**config.mk**
```make
export PLATFORM = sky130hd
export DESIGN_NAME = i2c_cmos_cfg_sequencer
export DESIGN_NICKNAME = d
export VERILOG_FILES = /design/src/rtl/cmos_cfg_pkg.sv /design/src/rtl/cfg_delay_timer.sv /design/src/rtl/i2c_cmos_cfg_sequencer.sv
export SDC_FILE = /design/constraint.sdc
export NUM_CORES = 1
export LEC_CHECK = 0
export CORE_MARGIN = 1.5
export CORE_UTILIZATION = 45
export CTS_BUF_LIST = sky130_fd_sc_hd__clkbuf_8
export CTS_CLUSTER_DIAMETER = 120
export CTS_CLUSTER_SIZE = 25
export DETAILED_ROUTE_END_ITERATION = 8
export GPL_ROUTABILITY_DRIVEN = 0
export PLACE_DENSITY = 0.79
export SKIP_CTS_REPAIR_TIMING = 1
export SKIP_LAST_GASP = 1
export SYNTH_ARGS = -nofsm -noshare
export SYNTH_HDL_FRONTEND = slang
export SYNTH_SLANG_ARGS = --single-unit
export TNS_END_PERCENT = 30
```
**constraint.sdc**
```tcl
create_clock -name clk -period 2.91 [get_ports clk]
set_input_delay 0.582 -clock clk [delete_from_list [all_inputs] [get_ports clk]]
set_output_delay 0.582 -clock clk [all_outputs]
set_load 0.02 [all_outputs]
```
**src/rtl/cmos_cfg_pkg.sv**
```systemverilog
// Shared types and constants for the CMOS sensor I2C configuration sequencer.
package cmos_cfg_pkg;

    typedef enum logic [2:0] {
        ST_PWRUP = 3'd0,
        ST_FETCH = 3'd1,
        ST_ISSUE = 3'd2,
        ST_WAIT  = 3'd3,
        ST_NEXT  = 3'd4,
        ST_DELAY = 3'd5,
        ST_DONE  = 3'd6,
        ST_FAIL  = 3'd7
    } cfg_state_t;

    localparam int DEFAULT_DELAY_CYCLES   = 1000000;
    localparam int DEFAULT_POWERUP_CYCLES = 1000000;

    function automatic int max_int(input int a, input int b);
        return (a > b) ? a : b;
    endfunction

endpackage

```
**src/rtl/cfg_delay_timer.sv**
```systemverilog
// Down-counter shared by the power-up wait and the post-soft-reset settle delay.
// Comes out of reset already running with RESET_COUNT; expire is high on the last counted cycle.
module cfg_delay_timer #(
    parameter int CNT_W       = 21,
    parameter int RESET_COUNT = 1000000
) (
    input  logic             clk,
    input  logic             rst,
    input  logic             clear,
    input  logic             load,
    input  logic [CNT_W-1:0] load_value,
    output logic             expire
);

    logic [CNT_W-1:0] cnt_r;
    logic             running_r;

    assign expire = running_r && (cnt_r <= CNT_W'(1));

    // Count register: reset starts the power-up count, load starts a new delay
    always_ff @(posedge clk) begin
        if (rst) begin
            cnt_r     <= CNT_W'(RESET_COUNT);
            running_r <= 1'b1;
        end else if (clear) begin
            cnt_r     <= {CNT_W{1'b0}};
            running_r <= 1'b0;
        end else if (load) begin
            cnt_r     <= load_value;
            running_r <= 1'b1;
        end else if (running_r) begin
            cnt_r     <= (cnt_r == {CNT_W{1'b0}}) ? cnt_r : cnt_r - CNT_W'(1);
            running_r <= !expire;
        end else begin
            cnt_r     <= cnt_r;
            running_r <= 1'b0;
        end
    end

endmodule

```
**src/rtl/i2c_cmos_cfg_sequencer.sv**
```systemverilog
// Walks the sensor register LUT and drives the I2C master one entry per transaction,
// with ID-read verification, NACK retry, settle delay after soft reset, and restart.
module i2c_cmos_cfg_sequencer
    import cmos_cfg_pkg::*;
#(
    parameter int REG_ADDR_W     = 8,
    parameter int REG_DATA_W     = 8,
    parameter int INDEX_W        = 8,
    parameter int READ_ENTRIES   = 2,
    parameter int DELAY_INDEX    = 2,
    parameter int DELAY_CYCLES   = DEFAULT_DELAY_CYCLES,
    parameter int POWERUP_CYCLES = DEFAULT_POWERUP_CYCLES,
    parameter int MAX_RETRY      = 3
) (
    input  logic                             clk,
    input  logic                             rst,
    input  logic                             cfg_restart,
    output logic [INDEX_W-1:0]               lut_index,
    input  logic [REG_ADDR_W+REG_DATA_W-1:0] lut_data,
    input  logic [INDEX_W-1:0]               lut_size,
    output logic                             i2c_req,
    output logic                             i2c_rd,
    output logic [REG_ADDR_W-1:0]            i2c_addr,
    output logic [REG_DATA_W-1:0]            i2c_wdata,
    input  logic                             i2c_done,
    input  logic                             i2c_nack,
    input  logic [REG_DATA_W-1:0]            i2c_rdata,
    output logic                             cfg_busy,
    output logic                             cfg_done,
    output logic                             cfg_error,
    output logic                             id_mismatch
);

    localparam int CNT_W   = $clog2(max_int(DELAY_CYCLES, POWERUP_CYCLES) + 1);
    localparam int RETRY_W = (MAX_RETRY > 0) ? $clog2(MAX_RETRY + 1) : 1;

    cfg_state_t              state_r, state_s;
    logic [INDEX_W-1:0]      lut_index_r, index_s;
    logic [RETRY_W-1:0]      retry_r, retry_s;
    logic [REG_ADDR_W-1:0]   i2c_addr_r, addr_s;
    logic [REG_DATA_W-1:0]   i2c_wdata_r, wdata_s;
    logic                    i2c_rd_r, rd_s;
    logic                    i2c_req_r, cfg_busy_r, cfg_done_r, cfg_error_r;
    logic                    id_mismatch_r, mismatch_s;
    logic                    restart_pend_r, pend_s;
    logic                    restart_s, last_entry_s, delay_entry_s;
    logic                    timer_load_s, timer_clear_s, timer_expire_s;

    assign lut_index   = lut_index_r;
    assign i2c_req     = i2c_req_r;
    assign i2c_rd      = i2c_rd_r;
    assign i2c_addr    = i2c_addr_r;
    assign i2c_wdata   = i2c_wdata_r;
    assign cfg_busy    = cfg_busy_r;
    assign cfg_done    = cfg_done_r;
    assign cfg_error   = cfg_error_r;
    assign id_mismatch = id_mismatch_r;

    // One bit wider than the index so lut_size = 2^INDEX_W-1 still terminates
    assign last_entry_s  = ({1'b0, lut_index_r} + {{INDEX_W{1'b0}}, 1'b1}) >= {1'b0, lut_size};
    assign delay_entry_s = (lut_index_r == INDEX_W'(DELAY_INDEX)) && !i2c_rd_r;
    // A restart seen during WAIT is deferred until the master reports completion
    assign restart_s     = (state_r == ST_WAIT) ? (i2c_done && (restart_pend_r || cfg_restart))
                                                : cfg_restart;

    cfg_delay_timer #(
        .CNT_W       (CNT_W),
        .RESET_COUNT (POWERUP_CYCLES)
    ) u_delay_timer (
        .clk        (clk),
        .rst        (rst),
        .clear      (timer_clear_s),
        .load       (timer_load_s),
        .load_value (CNT_W'(DELAY_CYCLES)),
        .expire     (timer_expire_s)
    );

    // Next-state and next-datapath decode
    always_comb begin
        state_s       = state_r;
        index_s       = lut_index_r;
        retry_s       = retry_r;
        mismatch_s    = id_mismatch_r;
        pend_s        = restart_pend_r;
        addr_s        = i2c_addr_r;
        wdata_s       = i2c_wdata_r;
        rd_s          = i2c_rd_r;
        timer_load_s  = 1'b0;
        timer_clear_s = 1'b0;
        if (restart_s) begin
            state_s       = ST_FETCH;
            index_s       = {INDEX_W{1'b0}};
            retry_s       = {RETRY_W{1'b0}};
            mismatch_s    = 1'b0;
            pend_s        = 1'b0;
            timer_clear_s = 1'b1;
        end else begin
            case (state_r)
                ST_PWRUP: begin
                    if (timer_expire_s) begin
                        state_s = (lut_size == {INDEX_W{1'b0}}) ? ST_DONE : ST_FETCH;
                    end else begin
                        state_s = ST_PWRUP;
                    end
                end
                ST_FETCH: begin
                    addr_s  = lut_data[REG_ADDR_W+REG_DATA_W-1 -: REG_ADDR_W];
                    wdata_s = lut_data[REG_DATA_W-1:0];
                    rd_s    = {1'b0, lut_index_r} < (INDEX_W+1)'(READ_ENTRIES);
                    state_s = (lut_size == {INDEX_W{1'b0}}) ? ST_DONE : ST_ISSUE;
                end
                ST_ISSUE: begin
                    state_s = ST_WAIT;
                end
                ST_WAIT: begin
                    pend_s = restart_pend_r | cfg_restart;
                    if (!i2c_done) begin
                        state_s = ST_WAIT;
                    end else if (i2c_nack) begin
                        if (retry_r < RETRY_W'(MAX_RETRY)) begin
                            retry_s = retry_r + RETRY_W'(1);
                            state_s = ST_ISSUE;
                        end else begin
                            state_s = ST_FAIL;
                        end
                    end else begin
                        retry_s = {RETRY_W{1'b0}};
                        if (i2c_rd_r && (i2c_rdata != i2c_wdata_r)) begin
                            mismatch_s = 1'b1;
                        end else begin
                            mismatch_s = id_mismatch_r;
                        end
                        state_s = ST_NEXT;
                    end
                end
                ST_NEXT: begin
                    if (delay_entry_s) begin
                        timer_load_s = 1'b1;
                        state_s      = ST_DELAY;
                    end else if (last_entry_s) begin
                        state_s = ST_DONE;
                    end else begin
                        index_s = lut_index_r + INDEX_W'(1);
                        state_s = ST_FETCH;
                    end
                end
                ST_DELAY: begin
                    if (!timer_expire_s) begin
                        state_s = ST_DELAY;
                    end else if (last_entry_s) begin
                        state_s = ST_DONE;
                    end else begin
                        index_s = lut_index_r + INDEX_W'(1);
                        state_s = ST_FETCH;
                    end
                end
                ST_DONE: state_s = ST_DONE;
                ST_FAIL: state_s = ST_FAIL;
                default: state_s = ST_PWRUP;
            endcase
        end
    end

    // State, datapath and registered outputs
    always_ff @(posedge clk) begin
        if (rst) begin
            state_r        <= ST_PWRUP;
            lut_index_r    <= {INDEX_W{1'b0}};
            retry_r        <= {RETRY_W{1'b0}};
            i2c_addr_r     <= {REG_ADDR_W{1'b0}};
            i2c_wdata_r    <= {REG_DATA_W{1'b0}};
            i2c_rd_r       <= 1'b0;
            i2c_req_r      <= 1'b0;
            cfg_busy_r     <= 1'b0;
            cfg_done_r     <= 1'b0;
            cfg_error_r    <= 1'b0;
            id_mismatch_r  <= 1'b0;
            restart_pend_r <= 1'b0;
        end else begin
            state_r        <= state_s;
            lut_index_r    <= index_s;
            retry_r        <= retry_s;
            i2c_addr_r     <= addr_s;
            i2c_wdata_r    <= wdata_s;
            i2c_rd_r       <= rd_s;
            i2c_req_r      <= (state_s == ST_ISSUE);
            cfg_busy_r     <= (state_s != ST_DONE) && (state_s != ST_FAIL);
            cfg_done_r     <= (state_s == ST_DONE);
            cfg_error_r    <= (state_s == ST_FAIL);
            id_mismatch_r  <= mismatch_s;
            restart_pend_r <= pend_s;
        end
    end

endmodule

```
### Yosys cells after proc, flatten, opt, wreduce, memory -nomap -nowiden

Cells that the tools add are included.
W data, S select, Z words.

* logic and storage cells: 95
* register bits: 57
* output and inout port bits: 30

* bitwise logic cells: 4
* reduce and logical (&&, ||, !) cells: 21
* add/sub/neg operators: 4
* mux-type cells: 29
* equal/unequal tests: 18
* $lt $le $gt $ge: 4

Operator list (number)
* $mux W20: 4
* $mux W3: 10
* $mux W8: 3
* $pmux W3 S8: 1
* $le A20 B1 Y1 const B: 1
* $logic_not A20 Y1: 1
* $sub A20 B1 Y20 const B: 1
* $eq A3 B3 Y1 const B: 6
* $pmux W8 S2: 1
* $add A8 B1 Y9 const B: 1
* $eq A3 B2 Y1 const B: 3
* $ge A9 B8 Y1: 1
* $ne A3 B3 Y1 const B: 3
* $add A8 B1 Y8 const B: 1
* $eq A8 B2 Y1 const B: 1
* $logic_not A8 Y1: 1
* $lt A8 B2 Y1 const B: 1
* $mux W1: 8
* $ne A8 B8 Y1: 1
* $reduce_and A2 Y1: 3
* $reduce_and A3 Y1: 2
* $logic_and A1 B1 Y1: 5
* $mux W2: 2
* $ne A2 B2 Y1 const B: 2
* other kinds (14): 17

### Longest topological paths before layout

* depth after elaboration: 8
* gate-level depth with buffers: 12
* mapped depth without buffers: 11

### By module

A second synthesis with hierarchy kept.

* cell total of the unflattened synthesis: 414
* area, all modules: 3363.2 µm²

Modules (own cells, without submodules)
* i2c_cmos_cfg_sequencer: cells an instance 250, sequential area each 720.7 µm², times used 1, area an instance 2025.7 µm²
* cfg_delay_timer: cells an instance 164, sequential area each 420.4 µm², times used 1, area an instance 1337.5 µm²

### Least setup slack after synthesis

No wires, ideal clock.

* kind: register -> register
* start point: reg lut_index_r[1] (netlist: lut_index[1])
* end point: reg lut_index_r[7] (netlist: lut_index[7])
* slack: -0.090 ns
* library setup time: 0.071 ns
* data required time: 2.839 ns
* clock period less this slack: 3.000 ns
* arrival: 2.929 ns
* path buffers: 0
* stages on the path, launching flop included: 12
* cell sequence: dfxtp_1 -> ha_1 -> and3_1 -> and3_4 -> xor2_1 -> ha_1 -> or3_1 -> o211ai_1 -> nor4_1 -> or3_1 -> or4_1 -> a21oi_1

* cells in the longest elaborated chain, start to end: 5
* elaborated cells between the ends (all ways): 11
* classes of those cells: 2 x add/sub; 1 x order compare; 2 x eq/ne; 4 x mux; 2 x reduce/logical

Ends and longest elaborated chain
* from (decl): line i2c_cmos_cfg_sequencer.sv:38 `logic [INDEX_W-1:0] lut_index_r, index_s;`
* from (signal assigned): line i2c_cmos_cfg_sequencer.sv:168 `lut_index_r <= {INDEX_W{1'b0}};`
* from (signal assigned): line i2c_cmos_cfg_sequencer.sv:181 `lut_index_r <= index_s;`
* $add A8 B1 Y9: line i2c_cmos_cfg_sequencer.sv:60 `assign last_entry_s = ({1'b0, lut_index_r} + {{INDEX_W{1'b0}}, 1'b1}) >= {1'b0, lut_size};`
* $ge A9 B8 Y1: line i2c_cmos_cfg_sequencer.sv:60
* $mux W8: line i2c_cmos_cfg_sequencer.sv:140, i2c_cmos_cfg_sequencer.sv:150
* $mux W8 (on tied branches): line i2c_cmos_cfg_sequencer.sv:148, i2c_cmos_cfg_sequencer.sv:137
* $pmux W8 S2: line i2c_cmos_cfg_sequencer.sv:98 `case (state_r)`

Several ways; a longest one is shown, not always the timed one. The select of a mux whose other input is x is not followed.
A chain may end at the register's enable or synchronous reset.

### Final worst setup path

* start point: reg lut_index_r[0] (netlist: lut_index[0])
* end point: reg lut_index_r[4] (netlist: lut_index[4])

The elaborated chain is that of the path after synthesis.

==> flow_summary.yaml <==
timing:
  clock.fmax_mhz: 351.9
  tightest_slew_ps: 614.3
  finalCritPeriodShare_pct: 97.65
  layout_min_cycle_time_ps: 2842
  slew_headroom_pct: 59.05
  final-setup-viol-count: 0
  hold_viol: 0
  drv_slew: 0
  grt_setup_unrepaired: "true"
  clock_skew_ps: 6.190
logic_synthesis:
  synth_ff_type: "dfxtp_1"
  ys_top_cells_by_count: "57 x dfxtp_1, 52 x nand2_1, 38 x a21oi_1"
  syn_nets: 423
  ys_seq_elements: 57
  synth_enable_flop_cells: 0
  synth_most_common_cell: "dfxtp_1"
  yosysSeqAreaShare_pct: 36.92
  yosys_warnings: 0
  synth_cell_types: 58
  netlist_area_sq_um: 3090
  synth_cells: 372
  yosys.area.top_type_share_pct: 36.92
  synth_area_leaders: "dfxtp_1 37%, nand2_1 6.3%, a21oi_1 6.2%, ha_1 5.7%, xor2_1 4.0%"
  synthArstFlopShare_pct: 0
  syn_area_per_cell_sq_um: 8.308
  synth.largest_area_cell: "dfxtp_1"
floorplanning:
  start_util_pct: 46.00
  io_pins: 67
  die_x_microns: 85.87
  die-area_sq_um: 7374
  core_area_sq_um: 6719
  fp-row-count: 30
  die_h_microns: 85.87
run_status:
  outcome: "finished, final reports clean"
final_layout:
  syn_to_final_growth_pct: 36.76
  layout.nets: 507
  stdcell_count: 541
  fill_cells: 576
  design_area_sq_um: 4227
  antenna_cells: 0
  drive_above_1_share_pct: 15.40
critical_path:
  start_kind: "register"
  path_max_fanout: 5
  required_ps: 3170
  critPathKind: "reg -> reg"
  end_kind: "register"
  r2r_cells: 11
  worst_ep_arrival_time_ps: 3110
drt:
  wire_per_inst_microns: 14.69
  viasPerCell: 5.512
  vias: 2982
  dr.pass1.iters: 4
  ant_nets: 0
  remaining_drc_errors: 0
  drt-total-wl_mm: 7.946
  drt_iter0_drc: 134
placement:
  place_area_sq_um: 3946
  post-place-cells: 525
  portBuffers: 66
  dp_hpwl_mm: 5.898
grt:
  grtUsageTotal_pct: 22.09
  antenna_found_initial: 0
  grt_pass1_wl_mm: 13.00
  grt-ovfl-total: 0
  grt_max_degree: 20
  first_global_vias: 2834
cts:
  cts.clk_slew.worst_paths_ps: 70
  numCtsBuffers: 9
  cts.sinks: 57
  cts-root-buf: "clkbuf_8"
  clkLatencyLatePin_ps: 340
  clockBufferDepth: 2
  cts_htree_levels: 3
  cts_tree: "built"
min_path:
  min_path_type: "reg -> reg"
  min_path_cells: 2
pwr:
  ir_worst_vdd_uv: 434.4
  p_leak_nw: 1.645
  p_total_mw: 2.057
  powerDensity_nw_per_um2: 486.7
job:
  cap_viol_max_count: 0
through the flow:
| stage | hold WS (ps) | util (%) | setup TNS [ps] | setup slack [ps] |
|---|---|---|---|---|
| global route | 485.0 | 62.91 | -102.2 | -37.36 |
| floorplan | 430.1 | - | 0 | 35.13 |
| CTS | 455.2 | 62.14 | -92.64 | -74.01 |
| finish | 454.9 | 62.91 | 0 | 68.42 |
| global placement | 442.6 | 58.73 | -578.7 | -144.4 |
| detailed placement | 445.6 | 58.73 | -818.2 | -187.2 |
cell type report:
cell class                 instances  area, sq um  share of cell area [%]
multi-input combinational        289         1894                   44.82
sequential                        57         1147                   27.15
timing repair buffer              85        803.3                   19.01
clock buffer                      11        151.4                   3.582
tap                               80        100.1                   2.368
clock inverter                     5        77.57                   1.835
inverter                          14        52.55                   1.243
sequential cells by signal, indices dropped and copies added (netlist names):
register and count:
state_r 3, u_delay_timer.cnt_r 20, cfg_busy 1, cfg_error 1
retry_r 2, i2c_req 1, restart_pend_r 1, id_mismatch 1
lut_index 8, cfg_done 1, i2c_wdata 8, i2c_rd 1
i2c_addr 8, u_delay_timer.running_r 1
per-layer routing:
layer / track usage, % / vias up / share of wire, %
li1: - / 1502 / -
met1: 27.55 / 1400 / 45
met2: 37.80 / 65 / 49
met3: 3.080 / 15 / 3.7
met4: 10.12 / 0 / 2.5
met5: 0 / - / 0
cell usage in the layout, fill, tap and decap left out, drive strengths merged, types with 2 or more instances in the layout:
cell type       n
nor3b           3
o211ai          2
inv            16
a31oi           5
clkbuf         11
o211a           5
nor4           16
nor2           27
nand3          10
or4             7
and3            7
xor2           14
xnor2           9
nand4b          3
bufinv          2
ha             14
a31o            2
or3            10
a21oi          39
nand2          53
clkdlybuf4s50  66
a21o            2
a211oi          3
nand2b          4
buf            19
nor3           12
and2            4
o21ai          20
nor2b           2
dfxtp          57
where the power goes:
| part | internal [mW] | switching, mW |
|---|---|---|
| combinational | 0.165 | 0.173 |
| sequential | 0.817 | 0.0463 |
| clock | 0.527 | 0.328 |
| total | 1.51 | 0.548 |
logic make-up after synthesis:
| family | Yosys count | share of synthesized area, % |
|---|---|---|
| XOR/XNOR | 23 | 6.518 |
| AO/OA/AOI/OAI | 87 | 17.69 |
| flip-flops | 57 | 36.92 |
| adder cells (fa/ha/maj) | 14 | 5.668 |
| buffers and inverters | 26 | 3.441 |
| multiplexers | 1 | 0.3239 |
| AND/OR/NAND/NOR | 164 | 29.43 |
worst max-delay path: stages (launching register included):
cell and delay, ps:
dfxtp_4 360, ha_4 170, and3_4 180, and3_4 180, xor2_1 150, ha_2 200
or3_1 370, o211ai_1 140, nor2_1 90, or3_4 390, or4_1 460, o21ai_0 80
final timing paths:
| path | from | to | slack (ps) |
|---|---|---|---|
| min reg2reg | i2c_addr[5]$_SDFFE_PP0P_ | i2c_addr[5]$_SDFFE_PP0P_ | 450 |
| max | lut_index[0]$_SDFFE_PP0P_ | lut_index[4]$_SDFFE_PP0P_ | 70 |
| min | i2c_addr[5]$_SDFFE_PP0P_ | i2c_addr[5]$_SDFFE_PP0P_ | 450 |
| max reg2reg | lut_index[0]$_SDFFE_PP0P_ | lut_index[4]$_SDFFE_PP0P_ | 70 |
No activity file was read; power rests on OpenSTA's default activity.
